==> config.mk <==
export PLATFORM = sky130hd
export DESIGN_NAME = fpu_accum
export DESIGN_NICKNAME = d
export VERILOG_FILES = /design/src/rtl/fpu_pkg.sv /design/src/rtl/fpu_add.sv /design/src/rtl/fpu_accum.sv
export SDC_FILE = /design/constraint.sdc
export NUM_CORES = 1
export LEC_CHECK = 0
export CORE_MARGIN = 2
export CORE_UTILIZATION = 31
export DETAILED_ROUTE_END_ITERATION = 10
export DONT_BUFFER_PORTS = 1
export SLEW_MARGIN = 30
export SYNTH_ARGS = -nofsm -noshare
export SYNTH_HDL_FRONTEND = slang
export SYNTH_SLANG_ARGS = --single-unit
==> constraint.sdc <==
create_clock -name clk -period 146.5 [get_ports clk]
set_input_delay 29.3 -clock clk [delete_from_list [all_inputs] [get_ports clk]]
set_output_delay 29.3 -clock clk [all_outputs]
set_load 0.02 [all_outputs]
==> src/rtl/fpu_pkg.sv <==
// Shared IEEE-754 constants and helpers for fpu_add and fpu_accum.
package fpu_pkg;

  localparam int SP_W  = 32;
  localparam int SP_EW = 8;
  localparam int SP_MW = 23;
  localparam int DP_W  = 64;
  localparam int DP_EW = 11;
  localparam int DP_MW = 52;

  localparam logic [63:0] POS_ZERO    = 64'h0;
  localparam logic [63:0] SP_EXP_MASK = 64'h0000_0000_7f80_0000;
  localparam logic [63:0] DP_EXP_MASK = 64'h7ff0_0000_0000_0000;

  // Accumulator control states.
  typedef enum logic {
    ST_ACC  = 1'b0,
    ST_DONE = 1'b1
  } acc_state_e;

  // True when the exponent field is all ones (Inf or NaN); x is zero-extended for single.
  function automatic logic is_inf_nan(input logic [63:0] x, input logic dbl);
    if (dbl) return (x & DP_EXP_MASK) == DP_EXP_MASK;
    else     return (x & SP_EXP_MASK) == SP_EXP_MASK;
  endfunction

endpackage

==> src/rtl/fpu_add.sv <==
// Combinational IEEE-754 adder, round-to-nearest-even, subnormals handled.
module fpu_add import fpu_pkg::*; #(
  parameter int double = 0,
  localparam int W  = (double != 0) ? DP_W  : SP_W,
  localparam int EW = (double != 0) ? DP_EW : SP_EW,
  localparam int MW = (double != 0) ? DP_MW : SP_MW
) (
  input  logic [W-1:0] a_i,
  input  logic [W-1:0] b_i,
  output logic [W-1:0] y_o
);

  // hidden bit + mantissa + guard/round/sticky
  localparam int FW = MW + 4;
  localparam logic [EW-1:0] EMAX  = '1;
  localparam logic [EW+1:0] ONE   = (EW+2)'(1);
  localparam logic [EW+1:0] D_MAX = (EW+2)'(FW);

  logic [W-1:0]  big, sml;
  logic [EW+1:0] e_big, e_sml, e_r, d;
  logic [FW-1:0] m_big, m_sml, m_sh, m_n;
  logic [FW:0]   sum;
  logic [MW+1:0] m_rnd;
  logic          sticky, up, a_nan, b_nan, a_inf, b_inf;

  // Align the smaller operand, add/subtract, normalise, round, then patch specials.
  always_comb begin
    a_nan = (a_i[W-2:MW] == EMAX) && (a_i[MW-1:0] != '0);
    b_nan = (b_i[W-2:MW] == EMAX) && (b_i[MW-1:0] != '0);
    a_inf = (a_i[W-2:MW] == EMAX) && (a_i[MW-1:0] == '0);
    b_inf = (b_i[W-2:MW] == EMAX) && (b_i[MW-1:0] == '0);
    if (a_i[W-2:0] >= b_i[W-2:0]) begin
      big = a_i;
      sml = b_i;
    end else begin
      big = b_i;
      sml = a_i;
    end
    // subnormals share the minimum exponent but have no hidden bit
    e_big = (big[W-2:MW] == '0) ? ONE : {2'b00, big[W-2:MW]};
    e_sml = (sml[W-2:MW] == '0) ? ONE : {2'b00, sml[W-2:MW]};
    m_big = {big[W-2:MW] != '0, big[MW-1:0], 3'b000};
    m_sml = {sml[W-2:MW] != '0, sml[MW-1:0], 3'b000};
    d     = e_big - e_sml;
    if (d >= D_MAX) begin
      m_sh   = '0;
      sticky = (m_sml != '0);
    end else begin
      m_sh   = m_sml >> d;
      sticky = (m_sml & ~({FW{1'b1}} << d)) != '0;
    end
    m_sh[0] = m_sh[0] | sticky;
    if (big[W-1] == sml[W-1]) sum = {1'b0, m_big} + {1'b0, m_sh};
    else                      sum = {1'b0, m_big} - {1'b0, m_sh};
    e_r = e_big;
    if (sum[FW]) begin
      m_n    = sum[FW:1];
      m_n[0] = m_n[0] | sum[0];
      e_r    = e_r + ONE;
    end else begin
      m_n = sum[FW-1:0];
    end
    // left-normalise after cancellation, stopping at the subnormal exponent
    for (int i = 0; i < FW; i++) begin
      if (!m_n[FW-1] && (e_r > ONE)) begin
        m_n = m_n << 1;
        e_r = e_r - ONE;
      end
    end
    up    = m_n[2] & (m_n[1] | m_n[0] | m_n[3]);
    m_rnd = {1'b0, m_n[FW-1:3]} + (MW+2)'(up);
    if (m_rnd[MW+1]) begin
      m_rnd = m_rnd >> 1;
      e_r   = e_r + ONE;
    end
    if (a_nan || b_nan || (a_inf && b_inf && (a_i[W-1] != b_i[W-1])))
      y_o = {1'b0, EMAX, 1'b1, (MW-1)'(0)};
    else if (a_inf)
      y_o = a_i;
    else if (b_inf)
      y_o = b_i;
    else if (sum == '0)
      y_o = {a_i[W-1] & b_i[W-1], (W-1)'(0)};
    else if (e_r >= {2'b00, EMAX})
      y_o = {big[W-1], EMAX, MW'(0)};
    else
      y_o = {big[W-1], m_rnd[MW] ? e_r[EW-1:0] : EW'(0), m_rnd[MW-1:0]};
  end

endmodule

==> src/rtl/fpu_accum.sv <==
// Streaming block accumulator: sums LEN samples through one fpu_add.
// Optional early block end via flush when FPU_ACC_FLUSH_EN is defined.
// Handshake: a transfer happens on a rising edge where valid and ready are both 1;
// valid and its data stay stable until that edge; ready may depend on state only.
module fpu_accum import fpu_pkg::*; #(
  parameter int DOUBLE = 0,
  parameter int LEN    = 16,
  localparam int W  = (DOUBLE != 0) ? DP_W : SP_W,
  localparam int CW = $clog2(LEN + 1)
) (
  input  logic          clk,
  input  logic          rst,
  input  logic [W-1:0]  in_data,
  input  logic          in_valid,
  output logic          in_ready,
  input  logic          flush,
  output logic [W-1:0]  out_data,
  output logic [CW-1:0] out_count,
  output logic          out_exc,
  output logic          out_valid,
  input  logic          out_ready
);

  acc_state_e    state_q, state_d;
  logic [W-1:0]  acc_q, acc_d, sum;
  logic [CW-1:0] cnt_q, cnt_d;
  logic          exc_q, exc_d;

`ifndef FPU_ACC_FLUSH_EN
  logic unused_flush;
  assign unused_flush = flush;
`endif

  fpu_add #(.double(DOUBLE)) u_add (
    .a_i (acc_q),
    .b_i (in_data),
    .y_o (sum)
  );

  // Next-state: accumulate in ACC, hold the result in DONE until taken.
  always_comb begin
    state_d  = state_q;
    acc_d    = acc_q;
    cnt_d    = cnt_q;
    exc_d    = exc_q;
    in_ready = 1'b0;
    case (state_q)
      ST_ACC: begin
        in_ready = 1'b1;
        if (in_valid) begin
          acc_d = sum;
          cnt_d = cnt_q + 1'b1;
          exc_d = exc_q | is_inf_nan(64'(sum), DOUBLE != 0);
          if (cnt_q == CW'(LEN - 1)) state_d = ST_DONE;
        end
`ifdef FPU_ACC_FLUSH_EN
        // a sample accepted alongside flush is already folded into cnt_d
        if (flush && (cnt_d != '0)) state_d = ST_DONE;
`endif
      end
      ST_DONE: begin
        if (out_ready) begin
          state_d = ST_ACC;
          acc_d   = POS_ZERO[W-1:0];
          cnt_d   = '0;
          exc_d   = 1'b0;
        end
      end
      default: state_d = ST_ACC;
    endcase
  end

  // State, running sum, count and sticky flag registers.
  always_ff @(posedge clk or posedge rst) begin
    if (rst) begin
      state_q <= ST_ACC;
      acc_q   <= POS_ZERO[W-1:0];
      cnt_q   <= '0;
      exc_q   <= 1'b0;
    end else begin
      state_q <= state_d;
      acc_q   <= acc_d;
      cnt_q   <= cnt_d;
      exc_q   <= exc_d;
    end
  end

  assign out_valid = (state_q == ST_DONE);
  assign out_data  = out_valid ? acc_q : '0;
  assign out_count = out_valid ? cnt_q : '0;
  assign out_exc   = out_valid & exc_q;

endmodule
==> summary.md <==
| Metric | Value |
|---|---|
| Status | `finished, final reports clean` |
| Syn. warnings | `0` |
| Register area | `roughly 980 µm²` |
| Die area | `0.115 mm²` |
| CP max-delay cell | `a21oi_4` |
| Grt ovf | `0` |
| Clk slew on worst S/H paths | `roughly 0.06 ns` |
| Die H | `about 340 µm` |
| Layout cell share with drive strength beyond 1 | `a little over an eighth` |
| Residual DRC | `0` |
| Clock Tree Root | `clkbuf_16` |
| Total clock buffers created by CTS | `5` |
| CP max FO | `50` |
| CTS sink cnt | `39` |
| Max_cap viols | `0` |
| Cts hold-fix bufs | `0` |
| I/O Pins | `between 70 and 80` |
| Sequential area share after synthesis | `2.81%` |
| Crit path time final | `roughly 100 ns` |
| Core Area | `approximately 0.11 mm²` |
| Pin count of the biggest net entering global routing | `73` |
| Final worst clock skew | `around 0.0056 ns` |
| Ys flop type | `dfrtp_1` |
| Vias in the first global route | `between 30k and 40k` |
| Synth top area share | `roughly 7.6%` |
| Most frequent cells in the layout | `627 x nand2_1, 620 x nor2_1, 424 x a21oi_1` |
| Critical Path AT | `around 100 ns` |
| Flops & latches, synth | `39` |
| DP Wirelength | `roughly 94 mm` |
| Clk_lat worst skew | `0.28 ns` |
| Via-per-instance ratio | `just under 6` |
| Asr flop ratio synth | `100%` |
| Type of the worst setup path | `primary input to flop` |
| Worst setup EP type | `flop` |
| Die W | `339 µm` |
| Antenna violations before repair | `1` |
| R2R cell count | `between 200 and 300` |
| Fill count | `around 12k` |
| Fin. max-slew vios | `0` |
| Cells after Synth | `5,174` |
| Slew margin rel. | `between 20 and 30%` |
| Hold depth | `2` |
| Avg Synthesized Cell Area | `6.71 µm²` |
| Clk buf depth | `2` |
| GRT Overall Usage | `about a fifth` |
| Setup WS post-layout | `about 47 ns` |
| Port bufs | `0` |
| Via count | `38.2k` |
| # resized after CTS | `0` |
| Antenna viol nets, final | `0` |
| Hold Slack | `about 0.48 ns` |
| Area leader, netlist | `mux2i_1` |
| Worst-margin pin slew | `approximately 1.1 ns` |
| Initial DRC count | `around 3.3k` |
| Std cell rows | `between 100 and 150` |
| Multi-input logic area | `around 0.031 mm²` |
| Placer Congestion | `1.03` |
| Post-synth EDFFs | `0` |
| H-tree levels | `2` |
| DP Worst Slack | `46.96 ns` |
| Setup TNS | `0 ns` |
| DRT Pass-1 Iters | `6` |
| First-pass GRT wire length | `approximately 190 mm` |
| Top cells by area, synth | `mux2i_1 7.6%, nand2_1 6.8%, nor2_1 6.7%, a21oi_1 6.1%, o21ai_0 5.8%` |
| Final Cycle Share | `67.9%` |
| Nets | `approximately 5.1k` |
| Post-CTS setup buffers | `0` |
| Synthesized Nets | `about 5.4k` |
| Final setup viols | `0` |
| TritonCTS clock tree | `built` |
| Area delta synth->final | `2.06%` |
| Worst Hold Class | `flop to flop` |
| RSZ-0062 raised after global routing | `false` |
| Fin util | `32.0%` |
| Netlist Area Pre-Place | `0.0347 mm²` |
| Req. time, crit path | `~150 ns` |
| Most numerous cell on the critical path | `ha_1` |
| Worst path max stage delay | `0.74 ns` |
| Starting Density | `between 30 and 40%` |
| Worst setup SP type | `primary input` |
| DR WL/cell | `~18 µm` |
| Fmax | `approximately 0.01 GHz` |
| Commonest non-fill, non-tap cell in the layout | `nand2_1` |
| Hold Vio Cnt, Final | `0` |
| Routed WL | `118 mm` |
| Distinct cells, synth | `195` |
[cells by family (layout without fill, tap and decap cells)]
family                     Yosys count  in the layout  synth area share [%]
DFF                                 39             39                  2.81
buffers and inverters              502            282                  7.92
xor gates and xnor gates           171            171                  4.58
AOI/OAI and AO/OA                 1762           1762                  35.8
muxes                              387            387                  11.8
and+or+nand+nor                   2162           2162                  31.5
adders and majority gates          151            151                  5.49
other                                0              1                     0
[sequential cells by signal (all words and copies together) (netlist names)]
register	flops
acc_q	32
cnt_q	5
exc_q	1
out_valid	1
[metrics by stage]
stage / area [µm²] / cells
final: 35400 / 6443
after global routing: 35400 / 6442
after CTS: 35400 / 6439
after detailed placement: 35200 / 6431
after global placement: 35200 / 6430
after floorplan: 34700 / 5174
[per-layer routing]
layer | wire length (µm) | track usage [%] | up-vias
met5 | 0 | 0 | -
met4 | 3880 | 5.94 | 0
met3 | 6320 | 1.31 | 197
met2 | 53000 | 31.6 | 1187
met1 | 54300 | 26.4 | 18000
li1 | - | - | 18900
[final timing paths]
| kind | end | slack, ns | from |
|---|---|---|---|
| worst min-delay path | cnt_q[4]$_DFFE_PP0P_ | 0.48 | cnt_q[4]$_DFFE_PP0P_ |
| max in group asynchronous | acc_q[15]$_DFFE_PP0P_ | 117.11 | rst |
| min in group asynchronous | exc_q$_DFFE_PP0P_ | 29.03 | rst |
| worst min register to register | cnt_q[4]$_DFFE_PP0P_ | 0.48 | cnt_q[4]$_DFFE_PP0P_ |
| worst max register to register | acc_q[3]$_DFFE_PP0P_ | 75.37 | acc_q[22]$_DFFE_PP0P_ |
| worst max-delay path | acc_q[3]$_DFFE_PP0P_ | 46.98 | in_data[22] |
[synth_stat cells, types with 61 or more instances]
cell and count:
o21ai_0 400, clkbuf_1 142, nor4_1 69, inv_1 210, and2_1 61, mux2i_1 263, nor2_1 620, xnor2_1 130
nand4_1 61, nor3_1 137, nand2_1 628, ha_1 149, a21oi_1 425, nand3_1 122, mux2_2 102
[critical path: cells and delay by family]
family                   cells  cell delay [ns]
XOR/XNOR                    11             3.27
buffers and inverters       43             8.73
adder cells (fa/ha/maj)     32            10.39
AO/OA/AOI/OAI               91            25.60
multiplexers                 4             1.36
AND/OR/NAND/NOR             77            20.77
[cell type report]
| class | count | area share, % |
|---|---|---|
| multi-input combinational | 4633 | 87.9 |
| inverter | 215 | 2.28 |
| timing repair buffer | 59 | 1.35 |
| clock inverter | 2 | 0.0989 |
| sequential | 39 | 2.76 |
| antenna | 1 | 0.00707 |
| tap | 1488 | 5.26 |
| clock buffer | 6 | 0.392 |
Power is not shown: default switching activity piles up to over one toggle a cycle in this logic, so the estimate is an artifact.
